--- src/rtl/adc_ctrl_pkg.sv ---
// adc_ctrl_pkg: shared state encoding and FIFO sizing for the ADC capture sequencer
package adc_ctrl_pkg;
  typedef enum logic [2:0] {IDLE, ARMED, CAPTURE, DONE, OVF} state_t;
  localparam int DEF_ADDR_WIDTH = 9;
  localparam int FIFO_DEPTH = 2**DEF_ADDR_WIDTH;
  localparam int FIFO_FULL_LVL = FIFO_DEPTH-1;
  function automatic int full_lvl(input int aw);
    return (1 << aw) - 1;
  endfunction
endpackage

--- src/rtl/fifo_level_mon.sv ---
// fifo_level_mon: write-pointer mirror, filtered read-pointer sync and FIFO level/full
module fifo_level_mon
  import adc_ctrl_pkg::*;
#(
  parameter int ADDR_WIDTH = 9
) (
  input  logic                  clk,
  input  logic                  reset,
  input  logic                  wr,
  input  logic [ADDR_WIDTH-1:0] rd_faddr,
  output logic [ADDR_WIDTH-1:0] level,
  output logic                  full
);
  localparam logic [ADDR_WIDTH-1:0] FULL = ADDR_WIDTH'(full_lvl(ADDR_WIDTH));
  logic [ADDR_WIDTH-1:0] s1, s2, s3, rptr, wptr, rptr_d, wptr_d, level_d;
  // wptr counts the write being issued this edge, so level already includes in-flight writes
  always_comb begin
    rptr_d = (s2 == s3) ? s2 : rptr;
    wptr_d = wptr + ADDR_WIDTH'(wr);
    level_d = wptr_d - rptr_d;
  end
  always_ff @(posedge clk)
    if (!reset) {s1, s2, s3, rptr, wptr, level, full} <= '0;
    else begin
      s1 <= rd_faddr;
      s2 <= s1;
      s3 <= s2;
      rptr <= rptr_d;
      wptr <= wptr_d;
      level <= level_d;
      full <= level_d == FULL;
    end
endmodule

--- src/rtl/adc_capture_ctrl.sv ---
// adc_capture_ctrl: arms, triggers and writes decimated ADC samples into the sample FIFO
module adc_capture_ctrl
  import adc_ctrl_pkg::*;
#(
  parameter int ADDR_WIDTH = 9,
  parameter int CNT_WIDTH  = 16
) (
  input  logic                  clk,
  input  logic                  reset,
  input  logic                  start,
  input  logic                  abort,
  input  logic                  trig_mode,
  input  logic                  trig,
  input  logic [7:0]            decim,
  input  logic [CNT_WIDTH-1:0]  num_samples,
  input  logic                  adc_valid,
  input  logic [15:0]           adc_data,
  input  logic [ADDR_WIDTH-1:0] rd_faddr,
  output logic                  fifo_wr,
  output logic [15:0]           fifo_data,
  output logic [ADDR_WIDTH-1:0] level,
  output logic                  busy,
  output logic                  done,
  output logic                  overflow,
  output logic [CNT_WIDTH-1:0]  captured
);
  state_t state, state_d;
  logic mode_q, trig_r1, trig_r2, full, accept, keep, wr_go, enter_cap;
  logic [7:0] decim_q, dcnt, dmax;
  logic [CNT_WIDTH-1:0] num_q;
  fifo_level_mon #(.ADDR_WIDTH(ADDR_WIDTH)) u_mon (
    .clk(clk),
    .reset(reset),
    .wr(wr_go),
    .rd_faddr(rd_faddr),
    .level(level),
    .full(full)
  );
  always_comb begin
    accept = start && !abort && (state == IDLE || state == DONE || state == OVF);
    dmax = (decim_q == 8'd0) ? 8'd0 : decim_q - 8'd1;
    keep = state == CAPTURE && adc_valid && dcnt == 8'd0;
    wr_go = keep && !full && !abort;
    state_d = state;
    if (abort) state_d = IDLE;
    else if (accept) state_d = ARMED;
    else if (state == ARMED && (!mode_q || (trig_r1 && !trig_r2)))
      state_d = (num_q == '0) ? DONE : CAPTURE;
    else if (keep && full) state_d = OVF;
    else if (wr_go && captured + CNT_WIDTH'(1) == num_q) state_d = DONE;
    enter_cap = state_d == CAPTURE && state != CAPTURE;
  end
  always_ff @(posedge clk)
    if (!reset) begin
      state <= IDLE;
      {mode_q, trig_r1, trig_r2, decim_q, num_q, dcnt} <= '0;
      {fifo_wr, fifo_data, busy, done, overflow, captured} <= '0;
    end else begin
      state <= state_d;
      trig_r1 <= trig;
      trig_r2 <= trig_r1;
      if (accept) {mode_q, decim_q, num_q} <= {trig_mode, decim, num_samples};
      dcnt <= enter_cap ? 8'd0 : (state == CAPTURE && adc_valid) ? ((dcnt >= dmax) ? 8'd0 : dcnt + 8'd1) : dcnt;
      fifo_wr <= wr_go;
      if (wr_go) fifo_data <= adc_data;
      captured <= enter_cap ? '0 : captured + CNT_WIDTH'(wr_go);
      busy <= state_d == ARMED || state_d == CAPTURE;
      done <= state_d == DONE;
      overflow <= state_d == OVF;
    end
endmodule

--- config.mk ---
export PLATFORM = sky130hd
export DESIGN_NAME = adc_capture_ctrl
export DESIGN_NICKNAME = d
export VERILOG_FILES = /design/src/rtl/adc_ctrl_pkg.sv /design/src/rtl/fifo_level_mon.sv /design/src/rtl/adc_capture_ctrl.sv
export SDC_FILE = /design/constraint.sdc
export NUM_CORES = 1
export LEC_CHECK = 0
export ABC_AREA = 0
export BUFFER_PORTS_ARGS = -buffer_cell sky130_fd_sc_hd__buf_4
export CAP_MARGIN = 20
export CORE_ASPECT_RATIO = 0.8
export CORE_MARGIN = 5
export CORE_UTILIZATION = 56
export DETAILED_ROUTE_END_ITERATION = 16
export PLACE_DENSITY = 0.8
export SETUP_SLACK_MARGIN = 0.15
export SYNTH_ARGS = -nofsm -noshare
export SYNTH_HDL_FRONTEND = slang
export SYNTH_HIERARCHICAL = 1
export SYNTH_SLANG_ARGS = --single-unit
--- constraint.sdc ---
create_clock -name clk -period 5.3 [get_ports clk]
set_clock_uncertainty 0.2 [all_clocks]
set_input_delay 1.06 -clock clk [delete_from_list [all_inputs] [get_ports clk]]
set_output_delay 1.06 -clock clk [all_outputs]
set_load 0.01 [all_outputs]
Word level (Yosys, flattened, before mapping)
Cells that the tools add are included.
{"block": "op_classes", "muxes": 9, "reduce_logical": 24, "order_cmp": 1, "bitwise": 1, "add_sub_neg": 6, "eq_ne": 12}
{"cell": "$add 16x1->16", "n": 1}
{"cell": "$add 16x1->16 const B", "n": 1}
{"cell": "$eq 16x16->1", "n": 1}
{"cell": "$logic_not 16->1", "n": 1}
{"cell": "$logic_not 8->1", "n": 2}
{"cell": "$mux 8", "n": 2}
{"cell": "$mux 3", "n": 5}
{"cell": "$eq 3x2->1 const B", "n": 4}
{"cell": "$logic_and 1x1->1", "n": 11}
{"cell": "$add 9x1->9", "n": 1}
{"cell": "$eq 9x9->1", "n": 1}
{"cell": "$eq 9x9->1 const B", "n": 1}
{"cell": "$mux 9", "n": 1}
{"cell": "$sub 9x9->9", "n": 1}
{"cell": "$add 8x1->8 const B", "n": 1}
{"cell": "$ge 8x8->1", "n": 1}
{"cell": "$sub 8x1->8 const B", "n": 1}
{"cell": "$eq 3x1->1 const B", "n": 2}
{"cell": "$eq 3x3->1 const B", "n": 2}
{"cell": "$logic_not 1->1", "n": 4}
{"cell": "$logic_or 1x1->1", "n": 4}
{"cell": "$logic_not 3->1", "n": 1}
{"cell": "$ne 3x2->1 const B", "n": 1}
{"cell": "$reduce_or 2->1", "n": 1}
{"cell": "2 further kinds", "n": 2}
{"block": "word_totals", "reg_bits": 129, "wordCells": 73, "output_inout_bits": 45, "in_bits": 56}

Longest topological paths before layout
Gate-level depths: netlist of run 1.
{"block": "depth", "depth_word": 14, "ltp_mapped": 18}

Modules after synthesis
The synthesis of run 1 kept the hierarchy.
{"mod": "adc_capture_ctrl", "cells_per_inst": 498, "area_each_um2": 3877.5, "seq_area_each_um2": 1481.4, "n_inst": 1}
{"mod": "fifo_level_mon", "cells_per_inst": 224, "area_each_um2": 2269.7, "seq_area_each_um2": 1101.1, "n_inst": 1}

Least setup slack after synthesis of run 1
OpenSTA, ideal clock, no wires.
{"block": "synth_path", "path_kind": "in2reg", "from": "input port adc_valid", "to": "register u_mon.full", "arrival_ns": 3.696, "setup_slack_ns": 1.314, "path_buffers": 0, "cell_stages": 13, "cell_sequence": "nand4bb_4 -> nor4b_2 -> and2_2 -> ha_1 -> ha_1 -> xor2_1 -> ha_1 -> a31oi_1 -> maj3_2 -> maj3_2 -> xnor2_1 -> o2111a_1 -> nor4bb_2"}
{"block": "synth_via", "elab_chain_len": 7}
{"item": "start: declaration", "line_no": "adc_capture_ctrl.sv:16", "source": "input logic adc_valid,"}
{"item": "$logic_and 1x1->1 (2 in series)", "line_no": "adc_capture_ctrl.sv:42", "source": "keep = state == CAPTURE && adc_valid && dcnt == 8'd0;"}
{"item": "$logic_and 1x1->1 (2 in series)", "line_no": "adc_capture_ctrl.sv:43", "source": "wr_go = keep && !full && !abort;"}
{"item": "named net wr_go", "line_no": "adc_capture_ctrl.sv:28", "source": "logic mode_q, trig_r1, trig_r2, full, accept, keep, wr_go, enter_cap;"}
{"item": "$add 9x1->9", "line_no": "fifo_level_mon.sv:19", "source": "wptr_d = wptr + ADDR_WIDTH'(wr);"}
{"item": "named net u_mon.wptr_d[1]", "line_no": "fifo_level_mon.sv:15", "source": "logic [ADDR_WIDTH-1:0] s1, s2, s3, rptr, wptr, rptr_d, wptr_d, level_d;"}
{"item": "$sub 9x9->9", "line_no": "fifo_level_mon.sv:20", "source": "level_d = wptr_d - rptr_d;"}
{"item": "$eq 9x9->1", "line_no": "fifo_level_mon.sv:31", "source": "full <= level_d == FULL;"}
{"item": "end signal: assignment", "line_no": "fifo_level_mon.sv:23", "source": "if (!reset) {s1, s2, s3, rptr, wptr, level, full} <= '0;"}
{"item": "end signal: assignment", "line_no": "fifo_level_mon.sv:31"}
{"item": "end: declaration", "line_no": "fifo_level_mon.sv:12", "source": "output logic full"}
The timed path passes the listed nets, and every way through them passes these cells.
A chain may end at the register's enable or synchronous reset.

Worst setup path after layout of run 1
{"block": "layout_path", "from": "register u_mon.s2[3]", "to": "register u_mon.full"}
{"block": "layout_via", "elab_chain_len": 4}
{"item": "start: declaration", "line_no": "fifo_level_mon.sv:15"}
{"item": "start signal: assignment", "line_no": "fifo_level_mon.sv:23"}
{"item": "start signal: assignment", "line_no": "fifo_level_mon.sv:26", "source": "s2 <= s1;"}
{"item": "$eq 9x9->1", "line_no": "fifo_level_mon.sv:18", "source": "rptr_d = (s2 == s3) ? s2 : rptr;"}
{"item": "$mux 9", "line_no": "fifo_level_mon.sv:18"}
{"item": "named net u_mon.rptr_d[0]", "line_no": "fifo_level_mon.sv:15"}
{"item": "$sub 9x9->9", "line_no": "fifo_level_mon.sv:20"}
{"item": "$eq 9x9->1", "line_no": "fifo_level_mon.sv:31"}
The timed path passes the listed nets, and every way through them passes these cells.

==> impl_metrics.csv, run 1 <==
group,metric,value,unit
timing,worst_slew_margin_rel,29.4,%
power,power_frac_comb,10.3,%
clock_network,clockBufferDepth,2,
timing,timing.final.setup_violations,0,
synthesis,synth_commonest_cells,"dfxtp_1 (129), nand2_1 (124), a21oi_1 (55), nor2_1 (55), and2_1 (48)",
drt,post_drt_wl_per_cell,15.7,um
synthesis,synth_top_area_share,42.0,%
synthesis,yosysMostFrequentCell,"dfxtp_1",
drt,via_per_inst,5.66,
finish,nets,892,
grt,overflow,0,
power,switching_share,22.5,%
drt,route.detailed.drc,0,
power,clkPwrFrac,46.9,%
synthesis,synthCells,722,
timing,report.final.slew_viol_count,0,
critical_path,cp_common_cell,"ha_1",
clock_network,cts_resized,0,
finish,num_antenna_cells,0,
synthesis,syn_area_per_cell,8.51,um2
clock_network,clock-sinks,129,
floorplan,die_h,104,um
floorplan,core,10800,um2
drt,drtAntennaViolNets,0,
critical_path,startpoint_type,"register",
critical_path,cp_slowest_cell,"and3_1",
clock_network,cts_tree,"built",
timing,finalSetupTns,0,ns
clock_network,clk_pin_slew_worst_paths,0.05,ns
drt,dr.pass1.iters,5,
drt,wirelength,15200,um
synthesis,syn_area,6150,um2
floorplan,dieWidth,127,um
worst_hold_path,hp-class,"register to register",
synthesis,synth_area_leaders,"dfxtp_1 (42%), nand2_1 (7.6%), and2_1 (4.9%)",
placed_design,port_buffers,100,
timing,rsz0062_at_grt,"false",
floorplan,pin_count,101,
clock_network,htreeDepth,4,
power,p_switching,0.000534,W
power,irDropWorstVdd,0.265,mV
synthesis,ys_types,67,
power,leakage,3.12,nW
finish,drive_gt1_share,19.1,%
timing,timing.fmax,0.234,GHz
drt,dr_total_vias,5490,
grt,antenna_found_initial,0,
finish,syn_to_final_growth,22.8,%
finish,post-route-util,69.9,%
critical_path,crit_type,"register to register",
clock_network,hold_buffers,0,
critical_path,arrival,4.38,ns
status,status,"finished, final reports clean",
timing,fin_crit,4.26,ns
placed_design,dp_hpwl,10900,um
synthesis,ys.flop_type,"dfxtp_1",
synthesis,yosys.area.top_type,"dfxtp_1",
critical_path,path_cells,"xor2_1 > nor4_1 > and3_1 > mux2_2 > ha_1 > inv_1 > ha_1 > a31oi_1 > maj3_2 > o311a_1 > nor3_2 > o2111a_1 > nor4bb_2",
critical_path,critical_path.max_fanout,10,
placed_design,place_inst,939,
critical_path,critPathMaxStageDelay,0.63,ns
clock_network,cts_setup_buffers,0,
placed_design,globalplace.congestion,0.899,
drt,drt_iter0_markers,657,
synthesis,synthArstFlopShare,0,%
clock_network,cts_buffers,17,
floorplan,num_rows,34,
power,pwr-share-seq,42.8,%
timing,hold_viol_final,0,
finish,fin_cells,970,
synthesis,synth-edff-count,0,
grt,grt_max_degree,46,
critical_path,end_kind,"register",
power,powerDensity,315,nW/um2
synthesis,ys_warn_count,6,
floorplan,start_util,56.9,%
clock_network,insertion_delay,0.40,ns
synthesis,syn_nets,799,
synthesis,seq_area_frac_synth,42.0,%
run,cap_violations,0,
grt,grt_pass1_vias,5191,
clock_network,clk_root_buffer_cell,"clkbuf_16",
grt,grt_first_pass_wirelength,24900,um
grt,grt.total_usage,22.7,%
critical_path,worstPathRequired,5.41,ns
timing,fin_crit_sh,80.5,%
floorplan,die-area,13200,um2
power,p_int,0.00185,W
synthesis,ys_ff_latch,129,
timing,tightest_slew,1.06,ns
timing,whs,0.228,ns
-- final timing paths --
path / from / cells after the start / to / slack, ns
setup / recovery: u_mon/s2[3] / 13 / u_mon/full / 1.04
hold / removal: u_mon/s1[6] / 1 / u_mon/s2[6] / 0.23
setup reg to reg: u_mon/s2[3] / 13 / u_mon/full / 1.04
hold reg to reg: u_mon/s1[6] / 1 / u_mon/s2[6] / 0.23
-- final cells by class --
type	instances	area, um2
repair buffers	103	773
well taps	144	180
clock inverters	6	80.1
flip-flops and latches	129	2580
multi-input cells	541	3350
clock buffers	24	492
inverters	23	86.3
fillers	856	3260
-- layout by cell type (no fill, tap or decap), types with 3 or more instances in the layout --
cell,instances
nand2b_1,4
xor2_1,34
nand4_1,13
clkbuf_1,3
and4_1,3
clkbuf_16,17
clkinv_2,4
dfxtp_1,129
o211ai_1,5
or3_1,3
xnor2_1,25
and2_1,48
nor4_1,11
or2_2,5
nor3b_1,4
mux2i_1,9
nand3_1,20
o22ai_1,6
a21oi_1,55
o21ai_0,8
maj3_2,4
a31oi_1,9
nor2_1,55
clkbuf_8,4
and3_1,3
buf_4,103
inv_1,22
nand3b_1,3
nor2b_1,8
ha_1,21
nor3_1,12
o31ai_1,5
o21a_1,5
nand2_1,124
-- worst max-delay path: cells and delay by family, from the launching register on --
family,cells,cell delay [ns]
adder cells (fa/ha/maj),3,0.70
XOR/XNOR,1,0.10
flip-flops,1,0.43
buffers and inverters,1,0.05
multiplexers,1,0.43
AND/OR/NAND/NOR,4,1.59
AO/OA/AOI/OAI,3,0.67
-- kinds of logic (layout without fill, tap and decap cells) --
family,after synthesis,count (layout),share of synthesized area [%]
AOI/OAI and AO/OA,118,118,12.4
xor gates and xnor gates,59,59,8.41
adders and majority gates,25,25,5.01
buffers and inverters,52,156,3.50
DFF,129,129,42.0
muxes,11,11,1.89
and+or+nand+nor,328,328,26.7
-- stage by stage --
step                area (um2)  power [W]  setup slack, ns
global route              7550    0.00248            0.828
CTS                       7540    0.00240             1.09
detailed placement        6970    0.00128            0.732
finish                    7550    0.00238             1.04
floorplan                 6150    0.00120             1.31
global placement          6970    0.00127            0.868
-- power groups by stage --
| stage | registers, W | clock network [W] | logic [W] |
|---|---|---|---|
| detailed placement | 0.00104 | 0 | 0.000241 |
| global route | 0.00102 | 0.00118 | 0.000269 |
| finish | 0.00102 | 0.00112 | 0.000245 |
| CTS | 0.00102 | 0.00114 | 0.000242 |
| global placement | 0.00104 | 0 | 0.000233 |
| floorplan | 0.00104 | 0 | 0.000158 |
-- flip-flops by register name, indices dropped and copies added (netlist names), 3 cells and up --
signal and cells:
state 3, u_mon/s2 9, num_q 16, decim_q 8
u_mon/rptr 9, u_mon/level 9, fifo_data 16, captured 16
u_mon/s3 9, dcnt 8, u_mon/s1 9, u_mon/wptr 9
-- per-layer routing --
layer  wire, um  GRT usage [%]
met1       6740           30.8
met2       6990           35.6
met3       1160           5.61
met4        292           7.04
met5          0              0
Power figures use the tool's default switching activity.
==> inputs of run 2 (changes only) <==
Settings changed: CORE_UTILIZATION 56 to 51, PLACE_DENSITY 0.8 to 0.77.
Clock period 5.3 ns to 3.5 ns, I/O delays scaled along.
==> run 2 against run 1 <==
  * Critical endpoint is now u_mon/level[7]
  * Final cell count increased by 5.6%
  * Critical path depth rose by 2
  * Fmax rose by 14%
  * Wire length increased by 6.6%
  * Critical path type unchanged
  * The run now ends with setup timing left
  * Global-route usage decreased by 0.67 points
  * Register-to-register slack worse by 1.3 ns
==> impl_metrics.csv, run 2 (synthesized netlist as in run 1, its figures left out) <==
group,metric,value,unit
drt,drtAntennaViolNets,0,
placed_design,port_buffers,100,
finish,num_antenna_cells,0,
grt,met2_usage,36.3,%
drt,route.detailed.drc,0,
finish,multi_input_area,3590,um2
critical_path,cp_slowest_cell,"or4b_4",
grt,antenna_found_initial,0,
critical_path,worstPathRequired,3.58,ns
status,status,"finished with violations",
grt,grt_first_pass_wirelength,25700,um
timing,timing.fmax,0.266,GHz
placed_design,post-place-ws,-0.376,ns
grt,busiest_layer,"met2",
floorplan,dieWidth,133,um
critical_path,crit_type,"register to register",
timing,timing.final.setup_violations,6,
finish,nets,940,
run,cap_violations,0,
drt,post_drt_wl_per_cell,15.8,um
placed_design,globalplace.congestion,0.910,
clock_network,cts_buffers,17,
grt,grt_max_degree,46,
timing,fin_crit_sh,107,%
clock_network,clockBufferDepth,2,
clock_network,clk_pin_slew_worst_paths,0.06,ns
critical_path,end_kind,"register",
clock_network,insertion_delay,0.42,ns
finish,final_common_cell,"buf_4",
critical_path,arrival,3.83,ns
timing,hold_viol_final,0,
critical_path,critPathMaxStageDelay,0.46,ns
timing,whs,0.224,ns
clock_network,clock-sinks,129,
critical_path,path_cells,"inv_2 > ha_4 > or4b_4 > nor4b_4 > and2_4 > ha_4 > ha_4 > buf_6 > nand2b_1 > a31oi_1 > maj3_2 > maj3_2 > o2111a_1 > a311oi_4 > nor2_1",
placed_design,dp_hpwl,11700,um
grt,grt.total_usage,22.0,%
timing,tightest_slew,0.963,ns
clock_network,clk_root_buffer_cell,"clkbuf_16",
timing,finalSetupTns,-0.947,ns
grt,use_met1,28.1,%
clock_network,hold_buffers,0,
critical_path,cp_common_cell,"ha_4",
status,violations,"setup timing",
floorplan,core,11600,um2
timing,rsz0062_at_grt,"true",
critical_path,startpoint_type,"register",
grt,grt_pass1_vias,5370,
floorplan,start_util,52.8,%
floorplan,die-area,14400,um2
drt,wirelength,16200,um
timing,worst_slack,-0.253,ns
critical_path,critical_path.max_fanout,4,
worst_hold_path,hp-class,"register to register",
finish,layout_common_cells,"buf_4 (148), dfxtp_1 (127), nand2_1 (124)",
grt,overflow,0,
finish,fill_cells,879,
timing,fin_crit,3.75,ns
drt,via_per_inst,5.55,
drt,dr_total_vias,5680,
clock_network,htreeDepth,4,
finish,drive_gt1_share,27.9,%
timing,report.final.slew_viol_count,0,
grt,use_met3,5.67,%
finish,syn_to_final_growth,32.3,%
floorplan,die_h,108,um
clock_network,cts_tree,"built",
drt,dr.pass1.iters,5,
timing,worst_slew_margin_rel,35.6,%
power,powerDensity,447,nW/um2
floorplan,num_rows,35,
floorplan,pin_count,101,
finish,seq_area,2580,um2
drt,drt_iter0_markers,363,
power,irDropWorstVdd,0.355,mV
power,leakage,3.39,nW
==> run 2: cell count changes in the layout (fill, tap and decap cells not counted), sizes merged <==
cell and delta:
o21a +1, inv +1, clkinv +4, buf +47, clkinvlp +4, bufinv -1, clkbuf -6
==> run 2: path summary, 6_finish.rpt <==
path / from / to / slack, ns / cells past startpoint
setup reg to reg: dcnt[0] / u_mon/level[7] / -0.25 / 15
hold reg to reg: u_mon/s1[6] / u_mon/s2[6] / 0.22 / 1
setup / recovery: dcnt[0] / u_mon/level[7] / -0.25 / 15
hold / removal: u_mon/s1[6] / u_mon/s2[6] / 0.22 / 1
==> run 2: cell type report <==
cell class / instances / area share, %
well taps: 148 / 2.28
repair buffers: 150 / 13.9
inverters: 23 / 1.06
multi-input cells: 542 / 44.1
flip-flops and latches: 129 / 31.8
clock inverters: 14 / 1.43
clock buffers: 18 / 5.40
==> run 2: routing by layer <==
metal,vias to the layer above,share of wire (%)
met1,2693,44
met4,0,2.3
met2,198,47
met5,-,0
met3,32,6.6
li1,2757,-
==> run 2: metrics by stage <==
stage	power (W)	instance area, um2	util [%]	instances
global route	0.00376	8130	69.8	1024
floorplan	0.00182	6230	-	722
global placement	0.00196	7380	63.3	986
finish	0.00364	8130	69.8	1024
detailed placement	0.00198	7380	63.3	986
CTS	0.00363	8010	68.7	1020
==> run 2: where the power goes <==
part           leakage [nW]  internal (W)  switching (W)
registers              1.05       0.00151      0.0000300
logic                  2.07      0.000222       0.000226
clock network         0.268      0.000988       0.000657
total                  3.39       0.00272       0.000914
==> run 2: timing repair <==
action / CTS / global route
endpoints found under the setup margin: 6 / 14
gates resized for setup: 9 / 21
pin swaps: 10 / 14
cloned: 0 / 1
buffers inserted: 2 / 3
==> run 2: worst max-delay path: cells and delay by family, from the launching register on <==
family,cells,cell delay [ns]
buffers and inverters,2,0.17
DFF,1,0.32
adders and majority gates,5,1.14
AOI/OAI and AO/OA,3,0.67
and+or+nand+nor,5,1.11
